## config.mk

```make
export PLATFORM = sky130hd
export DESIGN_NAME = mem_port_arbiter
export DESIGN_NICKNAME = d
export VERILOG_FILES = /design/src/rtl/mem_port_arbiter.sv
export SDC_FILE = /design/constraint.sdc
export NUM_CORES = 1
export LEC_CHECK = 0
export ABC_AREA = 1
export BUFFER_PORTS_ARGS = -buffer_cell sky130_fd_sc_hd__buf_2
export CORE_ASPECT_RATIO = 1.1
export CORE_UTILIZATION = 47
export CTS_CLUSTER_DIAMETER = 100
export DETAILED_ROUTE_END_ITERATION = 16
export GPL_TIMING_DRIVEN = 0
export PLACE_DENSITY_LB_ADDON = 0.08
export SLEW_MARGIN = 0
export SYNTH_ARGS = -nofsm -noshare
export SYNTH_HDL_FRONTEND = slang
export SYNTH_SLANG_ARGS = --single-unit
```

## constraint.sdc

```tcl
create_clock -name clk_i -period 2.1 [get_ports clk_i]
set_input_delay 0.42 -clock clk_i [delete_from_list [all_inputs] [get_ports clk_i]]
set_output_delay 0.42 -clock clk_i [all_outputs]
set_load 0.03 [all_outputs]
```

## src/rtl/mem_port_arbiter.sv

```systemverilog
// Arbitrates one single-ported, variable-latency memory between the IF fetch port and
// the MEM data port. DM has fixed priority. stall_o holds the pipeline until both ports are served.
module mem_port_arbiter #(
   parameter int unsigned TIMEOUT  = 16,
   parameter logic [31:0] ERR_DATA = 32'h0000_0000
) (
   input  logic        clk_i,
   input  logic        rst_n_i,
   input  logic        if_req_i,
   input  logic [31:0] if_addr_i,
   output logic [31:0] if_data_o,
   output logic        if_ready_o,
   input  logic        dm_req_i,
   input  logic        dm_we_i,
   input  logic [31:0] dm_addr_i,
   input  logic [31:0] dm_wdata_i,
   output logic [31:0] dm_rdata_o,
   output logic        dm_ready_o,
   output logic        mem_req_o,
   output logic        mem_we_o,
   output logic [31:0] mem_addr_o,
   output logic [31:0] mem_wdata_o,
   input  logic [31:0] mem_rdata_i,
   input  logic        mem_ack_i,
   output logic        stall_o,
   output logic        err_o
);

   localparam int unsigned CW = (TIMEOUT > 1) ? $clog2(TIMEOUT) : 1;
   localparam logic [CW-1:0] CNT_LAST = CW'(TIMEOUT - 1);

   typedef enum logic [1:0] {IDLE, GNT_IF, GNT_DM} state_t;

   state_t        state_q, state_d;
   logic          served_if_q, served_if_d;
   logic          served_dm_q, served_dm_d;
   logic [CW-1:0] cnt_q, cnt_d;
   logic          mem_req_q, mem_req_d;
   logic          mem_we_q, mem_we_d;
   logic [31:0]   mem_addr_q, mem_addr_d;
   logic [31:0]   mem_wdata_q, mem_wdata_d;
   logic [31:0]   if_data_q, if_data_d;
   logic [31:0]   dm_rdata_q, dm_rdata_d;
   logic          if_ready_q, if_ready_d;
   logic          dm_ready_q, dm_ready_d;
   logic          err_q, err_d;

   logic          pend_if, pend_dm, stall;
   logic          done;
   logic [31:0]   rd_data;

   assign pend_if = if_req_i & ~served_if_q;
   assign pend_dm = dm_req_i & ~served_dm_q;
   assign stall   = pend_if | pend_dm | (state_q != IDLE);

   always_comb begin
      state_d     = state_q;
      served_if_d = served_if_q;
      served_dm_d = served_dm_q;
      cnt_d       = cnt_q;
      mem_req_d   = mem_req_q;
      mem_we_d    = mem_we_q;
      mem_addr_d  = mem_addr_q;
      mem_wdata_d = mem_wdata_q;
      if_data_d   = if_data_q;
      dm_rdata_d  = dm_rdata_q;
      if_ready_d  = 1'b0;
      dm_ready_d  = 1'b0;
      err_d       = err_q;
      done        = 1'b0;
      rd_data     = ERR_DATA;

      // The pipeline advances on every non-stalled edge, so held requests become fresh ones.
      if (!stall) begin
         served_if_d = 1'b0;
         served_dm_d = 1'b0;
      end

      case (state_q)
         IDLE: begin
            if (pend_dm) begin
               state_d     = GNT_DM;
               mem_req_d   = 1'b1;
               mem_we_d    = dm_we_i;
               mem_addr_d  = dm_addr_i;
               mem_wdata_d = dm_wdata_i;
               cnt_d       = '0;
            end else if (pend_if) begin
               state_d     = GNT_IF;
               mem_req_d   = 1'b1;
               mem_we_d    = 1'b0;
               mem_addr_d  = if_addr_i;
               mem_wdata_d = 32'h0;
               cnt_d       = '0;
            end
         end
         GNT_IF, GNT_DM: begin
            cnt_d   = cnt_q + 1'b1;
            done    = mem_ack_i | (cnt_q == CNT_LAST);
            rd_data = mem_ack_i ? mem_rdata_i : ERR_DATA;
            if (done) begin
               state_d   = IDLE;
               mem_req_d = 1'b0;
               mem_we_d  = 1'b0;
               if (!mem_ack_i) begin
                  err_d = 1'b1;
               end
               if (state_q == GNT_IF) begin
                  if_data_d   = rd_data;
                  if_ready_d  = 1'b1;
                  served_if_d = 1'b1;
               end else begin
                  if (!mem_we_q) begin
                     dm_rdata_d = rd_data;
                  end
                  dm_ready_d  = 1'b1;
                  served_dm_d = 1'b1;
               end
            end
         end
         default: begin
            state_d   = IDLE;
            mem_req_d = 1'b0;
            mem_we_d  = 1'b0;
         end
      endcase
   end

   always_ff @(posedge clk_i or negedge rst_n_i) begin
      if (!rst_n_i) begin
         state_q     <= IDLE;
         served_if_q <= 1'b0;
         served_dm_q <= 1'b0;
         cnt_q       <= '0;
         mem_req_q   <= 1'b0;
         mem_we_q    <= 1'b0;
         mem_addr_q  <= 32'h0;
         mem_wdata_q <= 32'h0;
         if_data_q   <= 32'h0;
         dm_rdata_q  <= 32'h0;
         if_ready_q  <= 1'b0;
         dm_ready_q  <= 1'b0;
         err_q       <= 1'b0;
      end else begin
         state_q     <= state_d;
         served_if_q <= served_if_d;
         served_dm_q <= served_dm_d;
         cnt_q       <= cnt_d;
         mem_req_q   <= mem_req_d;
         mem_we_q    <= mem_we_d;
         mem_addr_q  <= mem_addr_d;
         mem_wdata_q <= mem_wdata_d;
         if_data_q   <= if_data_d;
         dm_rdata_q  <= dm_rdata_d;
         if_ready_q  <= if_ready_d;
         dm_ready_q  <= dm_ready_d;
         err_q       <= err_d;
      end
   end

   // The freeze is forced low during reset so every output reads 0 while rst_n_i is asserted.
   assign stall_o     = rst_n_i & stall;
   assign mem_req_o   = mem_req_q;
   assign mem_we_o    = mem_we_q;
   assign mem_addr_o  = mem_addr_q;
   assign mem_wdata_o = mem_wdata_q;
   assign if_data_o   = if_data_q;
   assign dm_rdata_o  = dm_rdata_q;
   assign if_ready_o  = if_ready_q;
   assign dm_ready_o  = dm_ready_q;
   assign err_o       = err_q;

endmodule

```

==> metrics, run 1 <==
Routed WL=15.62 mm; Core Footprint=12090 um^2; post-synthesis register bit count=~140; clk_lat worst skew=0.41 ns; row cnt=42; post-route antenna net violation count=0; Synth Instances=694; top post-synthesis cells by area=dfrtp_1 (60%), nand2_1 (24%), o21ai_0 (4.6%), nand3_1 (3.6%), buf_2 (1.8%); GP Congestion=0.8127; top-area cell type share of the netlist area=60.41%; Crit. End Element=output pin; Post-DP HPWL=11.50 mm; n_diodes=0; largest net degree at the start of global routing=78; Vias per Instance=about 4.8; Power Density=1693 nW/um^2; sequential cell area=3528 um^2; DR pass1 iterations=4; vias in the first global route=slightly above 5000; num ports=268; Die X=108.3 um; Final Hold Viols=3; die area=about 13000 um^2; f_max=around 510 MHz; cts bufs inserted=17; Slew headroom=59.44%; first-pass GRT wire length=between 20 and 25 mm; Final Cycle Share=93.95%; Peak supply drop=~0.0009 V; Setup Crit Path Kind=flip-flop to output pin; CTS max path bufs=2; Setup crit start kind=flip-flop; Port-buffer cells=approximately 270; initial core utilization=48.32%; post-synth top area cell=dfrtp_1; clock sink count=around 140; Total GRT Usage=25.06%; Pleak=roughly 4.7 nW; failing checks=hold timing; CTS tree=done; Yosys warnings=0; clock tree root buffer cell=clkbuf_16; RSZ-0062 raised after global routing=false; Mapped Nets=831; synthesized cell area=about 5800 um^2; Worst Max-Slew Pin Slew=0.6084 ns; initial antenna violation count=0; share of post-route cells with drive strength above 1=33.17%; synth unique cells=18; FILL cells=1093; DRT iter0 DRCs=251; register area share after synthesis=60.41%; minimum clock period=1.973 ns; Layout Skew=between 0.01 and 0.015 ns; multi-input logic area=around 2100 um^2; grt ovf=0; Critical Path AT=1.55 ns; Critical Path Fanout Max=7; # DRC=0; max-cap check violation count=0; Syn-to-layout area delta=37.49%; # nets final=between 1000 and 1500; required time of the worst setup path=1.68 ns; Util after Layout=66.44%; hold_buf cts=0; final setup vio count=0; post-route insts no fill=roughly 1100; Cells after DPL=1114; status=finished, violations left; worst hold slack=-0.01306 ns; Die Height=between 100 and 150 um; routed len/inst=13.63 um; Worst-path clk slew=0.06 ns; worst min path class=primary input to async pin; H-tree depth=4; Fin Setup TNS=0 ns; Final Max Slew Viols=0; Syn Area/Cell=8.416 um^2; vias=5473
-- routing by layer --
layer	track usage, %	wire [um]
met5	0	0
met3	7.937	1260
met2	39.85	7519
met1	32.14	6513
met4	8.953	323
-- path summary, 6_finish.rpt --
kind / startpoint / endpoint / slack (ns) / depth (start not counted)
worst max-delay path: state_q[0] / stall_o / 0.13 / 6
worst min-delay path: rst_n_i / mem_addr_o[14] / -0.01 / 1
worst max register to register: state_q[0] / dm_rdata_o[21] / 0.39 / 7
worst min register to register: mem_addr_o[13] / mem_addr_o[13] / 0.47 / 2
max in group asynchronous: rst_n_i / mem_wdata_o[18] / 1.34 / 2
min in group clk_i: dm_wdata_i[22] / mem_wdata_o[22] / 0.21 / 3
-- Yosys cell counts, drive strengths merged --
cell,count
a21oi,1
buf,21
clkbuf,18
dfrtp,141
ha,3
inv,13
nand2,380
nand3,43
nand4,1
nor2,2
o21ai,69
o21bai,1
or2,1
-- sequential cells by signal (all words and copies together) (netlist names), 2 cells and up --
| name | cells |
|---|---|
| state_q | 2 |
| if_data_o | 32 |
| mem_wdata_o | 32 |
| cnt_q | 4 |
| dm_rdata_o | 32 |
| mem_addr_o | 32 |
-- placed cells by master (no fill, tap or decap) --
cell,n
a21oi_4,1
buf_16,1
buf_2,285
buf_6,1
bufinv_16,3
clkbuf_1,18
clkbuf_16,17
clkbuf_8,1
clkinv_2,1
clkinv_4,2
clkinvlp_4,2
dfrtp_1,141
ha_1,3
inv_1,11
inv_2,2
inv_6,6
nand2_1,377
nand2_2,2
nand2_4,1
nand3_1,41
nand3_4,2
nand4_1,1
nor2_1,1
nor2_2,1
o21ai_0,54
o21ai_1,15
o21bai_1,1
or2_2,1
-- where the power goes --
| group | switching (W) | internal, W | total (W) |
|---|---|---|---|
| registers | 0.000557 | 0.00382 | 0.00437 |
| clock network | 0.00118 | 0.00192 | 0.00310 |
| logic | 0.00445 | 0.00167 | 0.00612 |
-- stage by stage --
stage / instance area (um^2) / power, W / setup WS [ns]
2_1_floorplan: 5841 / 0.008542 / 0.5359
3_3_place_gp: 7360 / 0.01046 / -1.598
3_5_place_dp: 7393 / 0.01056 / 0.2755
4_1_cts: 8018 / 0.01372 / 0.01722
5_1_grt: 8030 / 0.01450 / 0.01560
6_report: 8030 / 0.01360 / 0.1270
-- area by class of cell --
| class | count | share of cell area, % |
|---|---|---|
| plain buffers | 39 | 2.150 |
| clock buffers | 18 | 5.469 |
| clock inverters | 14 | 2.244 |
| inverters | 13 | 0.6077 |
| multi-input cells | 501 | 26.25 |
| flip-flops and latches | 141 | 43.94 |
| well taps | 154 | 2.400 |
| repair buffers | 266 | 16.94 |
-- logic make-up (layout without fill, tap and decap cells) --
logic type / count (synthesis) / after routing / synth area share (%)
fa+ha+maj: 3 / 3 / 0.6427
buf+inv: 52 / 350 / 3.792
compound gates: 71 / 71 / 6.320
simple gates: 427 / 427 / 28.83
flops: 141 / 141 / 60.41
-- critical path: stages (launching register included) --
cell	delay (ns)
dfrtp_1	0.39
inv_1	0.06
ha_1	0.24
nand3_4	0.13
nand2_1	0.07
inv_1	0.07
buf_2	0.20
-- timing repair --
item,in CTS,in global routing
gates resized for setup,1,2
hold endpoints to repair,0,0
setup buffers,0,0
endpoints found under the setup margin,1,1
(Power assumes the default switching activity.)
==> run 2, diff against run 1 <==
Settings changed: CORE_UTILIZATION 47 to 25.
==> run 2 against run 1 <==
Net effect: the run still ends with hold timing left; worst setup slack better by 0.019 ns; maximum frequency increased by 0.96%; die area is 86% higher; highest routed layer is now met5; clock skew grew 0.0065 ns; first-iteration DRC count decreased by 14%; clock-buffer cell count up 1; largest power group unchanged; sequential power barely moved.
==> metrics, run 2 (synthesis gave the netlist of run 1 again) <==
Final Max Slew Viols=0 (unchanged); f_max=511.7 MHz (+0.96%); Clk pwr share=21.8% (-1.0 points); max-cap check violation count=0 (unchanged); M1 GR Usage=19.94% (-12 points); Syn-to-layout area delta=40.00%; Setup crit start kind=flip-flop; row cnt=58 (+38%); vias in the first global route=5479 (+6.8%); Combinational Power Share=45.9% (+0.9 points); GP Congestion=0.7416 (-8.7%); num ports=268 (unchanged); Pleak=4.645 nW (-0.65%); setup bufs post-CTS=0 (unchanged); vias=5445 (-0.51%); clk_lat worst skew=0.42 ns (about the same); post-route antenna net violation count=0 (unchanged); H-tree depth=4 (unchanged); DRT iter0 DRCs=216 (-14%); Internal Power=0.007174 W (-3.2%); Die X=147.7 um (+36%); sequential power share=32.3% (about the same); status=finished, violations left; # nets final=1116 (unchanged); clock sink count=141 (unchanged); die area=23980 um^2 (+86%); RSZ-0062 raised after global routing=false; Peak supply drop=0.0005878 V (-33%); worst hold slack=-0.08170 ns (-0.06864 ns); Final Power=0.01351 W (-0.61%); Total GRT Usage=15.94% (-9.1 points); clock tree root buffer cell=clkbuf_16; Power Density=1653 nW/um^2 (-2.4%); busiest grt layer=met2; CTS tree=done; commonest non-fill, non-tap cell in the layout=nand2_1; largest net degree at the start of global routing=84 (+7.7%); flop-to-flop setup slack=0.30 ns (-0.09 ns); Sw Share=46.91% (+1.4 points); Fin Setup TNS=0 ns (unchanged); required time of the worst setup path=1.68 ns (about the same); routed len/inst=14.38 um (+5.5%); Worst-path clk slew=0.06 ns (about the same); share of post-route cells with drive strength above 1=33.06% (-0.10 points); CP Launch Point=served_dm_q; Slew headroom=63.37% (+3.9 points); Critical Path AT=1.53 ns (-0.02 ns); initial core utilization=25.55% (-23 points); cts bufs inserted=17 (unchanged); Routed WL=18.58 mm (+19%); Final Hold Viols=82 (+79); minimum clock period=1.954 ns (-0.01884 ns); Util after Layout=35.77% (-31 points); worst reg-to-reg path cell count=7 (unchanged); Post-DP HPWL=13.56 mm (+18%); Die Height=162.3 um (+36%); initial antenna violation count=2 (+2); Psw=0.006338 W (+2.5%); most frequent cells in the layout=nand2_1 (377), buf_2 (285), dfrtp_1 (141), o21ai_0 (54), nand3_1 (41); Worst Max-Slew Pin Slew=0.5495 ns (-0.05889 ns); Core Footprint=22860 um^2 (+89%); Reg-to-Reg Start=cnt_q[0]; Layout Skew=0.01822 ns (+0.006462 ns); first-pass GRT wire length=29.75 mm (+19%); Crit. End Element=output pin; # DRC=0 (unchanged); Critical Path Fanout Max=9 (+2); met2 Use GR=26.57% (-13 points); grt ovf=0 (unchanged); Vias per Instance=4.214 (-12%); failing checks=hold timing; worst min path class=primary input to async pin; DR pass1 iterations=4 (unchanged); worst r2r dst=dm_rdata_o[12]; Setup Crit Path Kind=flip-flop to output pin; CTS max path bufs=2 (unchanged); GR Layer Usage met3=4.972% (-3.0 points); n_diodes=0 (unchanged); final setup vio count=0 (unchanged); Port-buffer cells=265 (unchanged); Final Cycle Share=93.06% (-0.90 points)
[run 2: changes by cell type in the layout (fill, tap and decap cells not counted), sizes merged]
cell and change:
bufinv -2, clkinv -1, inv -1, clkbuf +1, clkinvlp +3
[run 2: what timing repair did]
action	CTS	global route
endpoints found under the setup margin	1	1
gates resized for setup	4	1
endpoints found under the hold margin	82	67
[run 2: critical path, cell delays in order (launching register included)]
cell and delay [ns]:
dfrtp_1 0.39, inv_2 0.14, nand2_4 0.13, nand3_4 0.15
nand2_1 0.06, inv_1 0.05, buf_2 0.19
[run 2: how the worst max path moves through the flow]
| stage | endpoint | slack (ns) | cells past startpoint |
|---|---|---|---|
| floorplan | stall_o | 0.54 | 5 |
| global placement | stall_o | -1.83 | 4 |
| detailed placement | stall_o | -0.16 | 5 |
| CTS | stall_o | 0.02 | 6 |
| global route | stall_o | 0.007 | 6 |
| finish | stall_o | 0.15 | 6 |
[run 2: through the flow]
stage | setup slack [ns] | area, um^2 | cells | hold slack [ns]
global placement | -1.833 | 7542 | 1259 | 0.4501
CTS | 0.02085 | 8172 | 1292 | -0.06716
global route | 0.007009 | 8177 | 1292 | -0.05811
floorplan | 0.5359 | 5841 | 694 | 0.1244
finish | 0.1458 | 8177 | 1292 | -0.08170
detailed placement | -0.1644 | 7576 | 1260 | 0.4532
[run 2: metal layers]
metal,routed length [um],vias to the layer above
met3,1437,13
met4,136,4
li1,-,2757
met5,27,-
met1,8313,2488
met2,8662,183
[run 2: cell type report]
class	count	area (um^2)
clock inverters	13	131.4
fillers	2472	14680
inverters	13	48.80
plain buffers	39	172.7
flip-flops and latches	141	3528
clock buffers	19	442.9
repair buffers	266	1369
multi-input cells	501	2108
well taps	300	375.4
[run 2: power by group through the flow]
stage	registers, W	clock network, W	logic (W)
after CTS	0.00438	0.00306	0.00635
after detailed placement	0.00440	0	0.00632
after global routing	0.00451	0.00318	0.00687
final	0.00437	0.00294	0.00620
after floorplan	0.00643	0	0.00211
after global placement	0.00440	0	0.00631
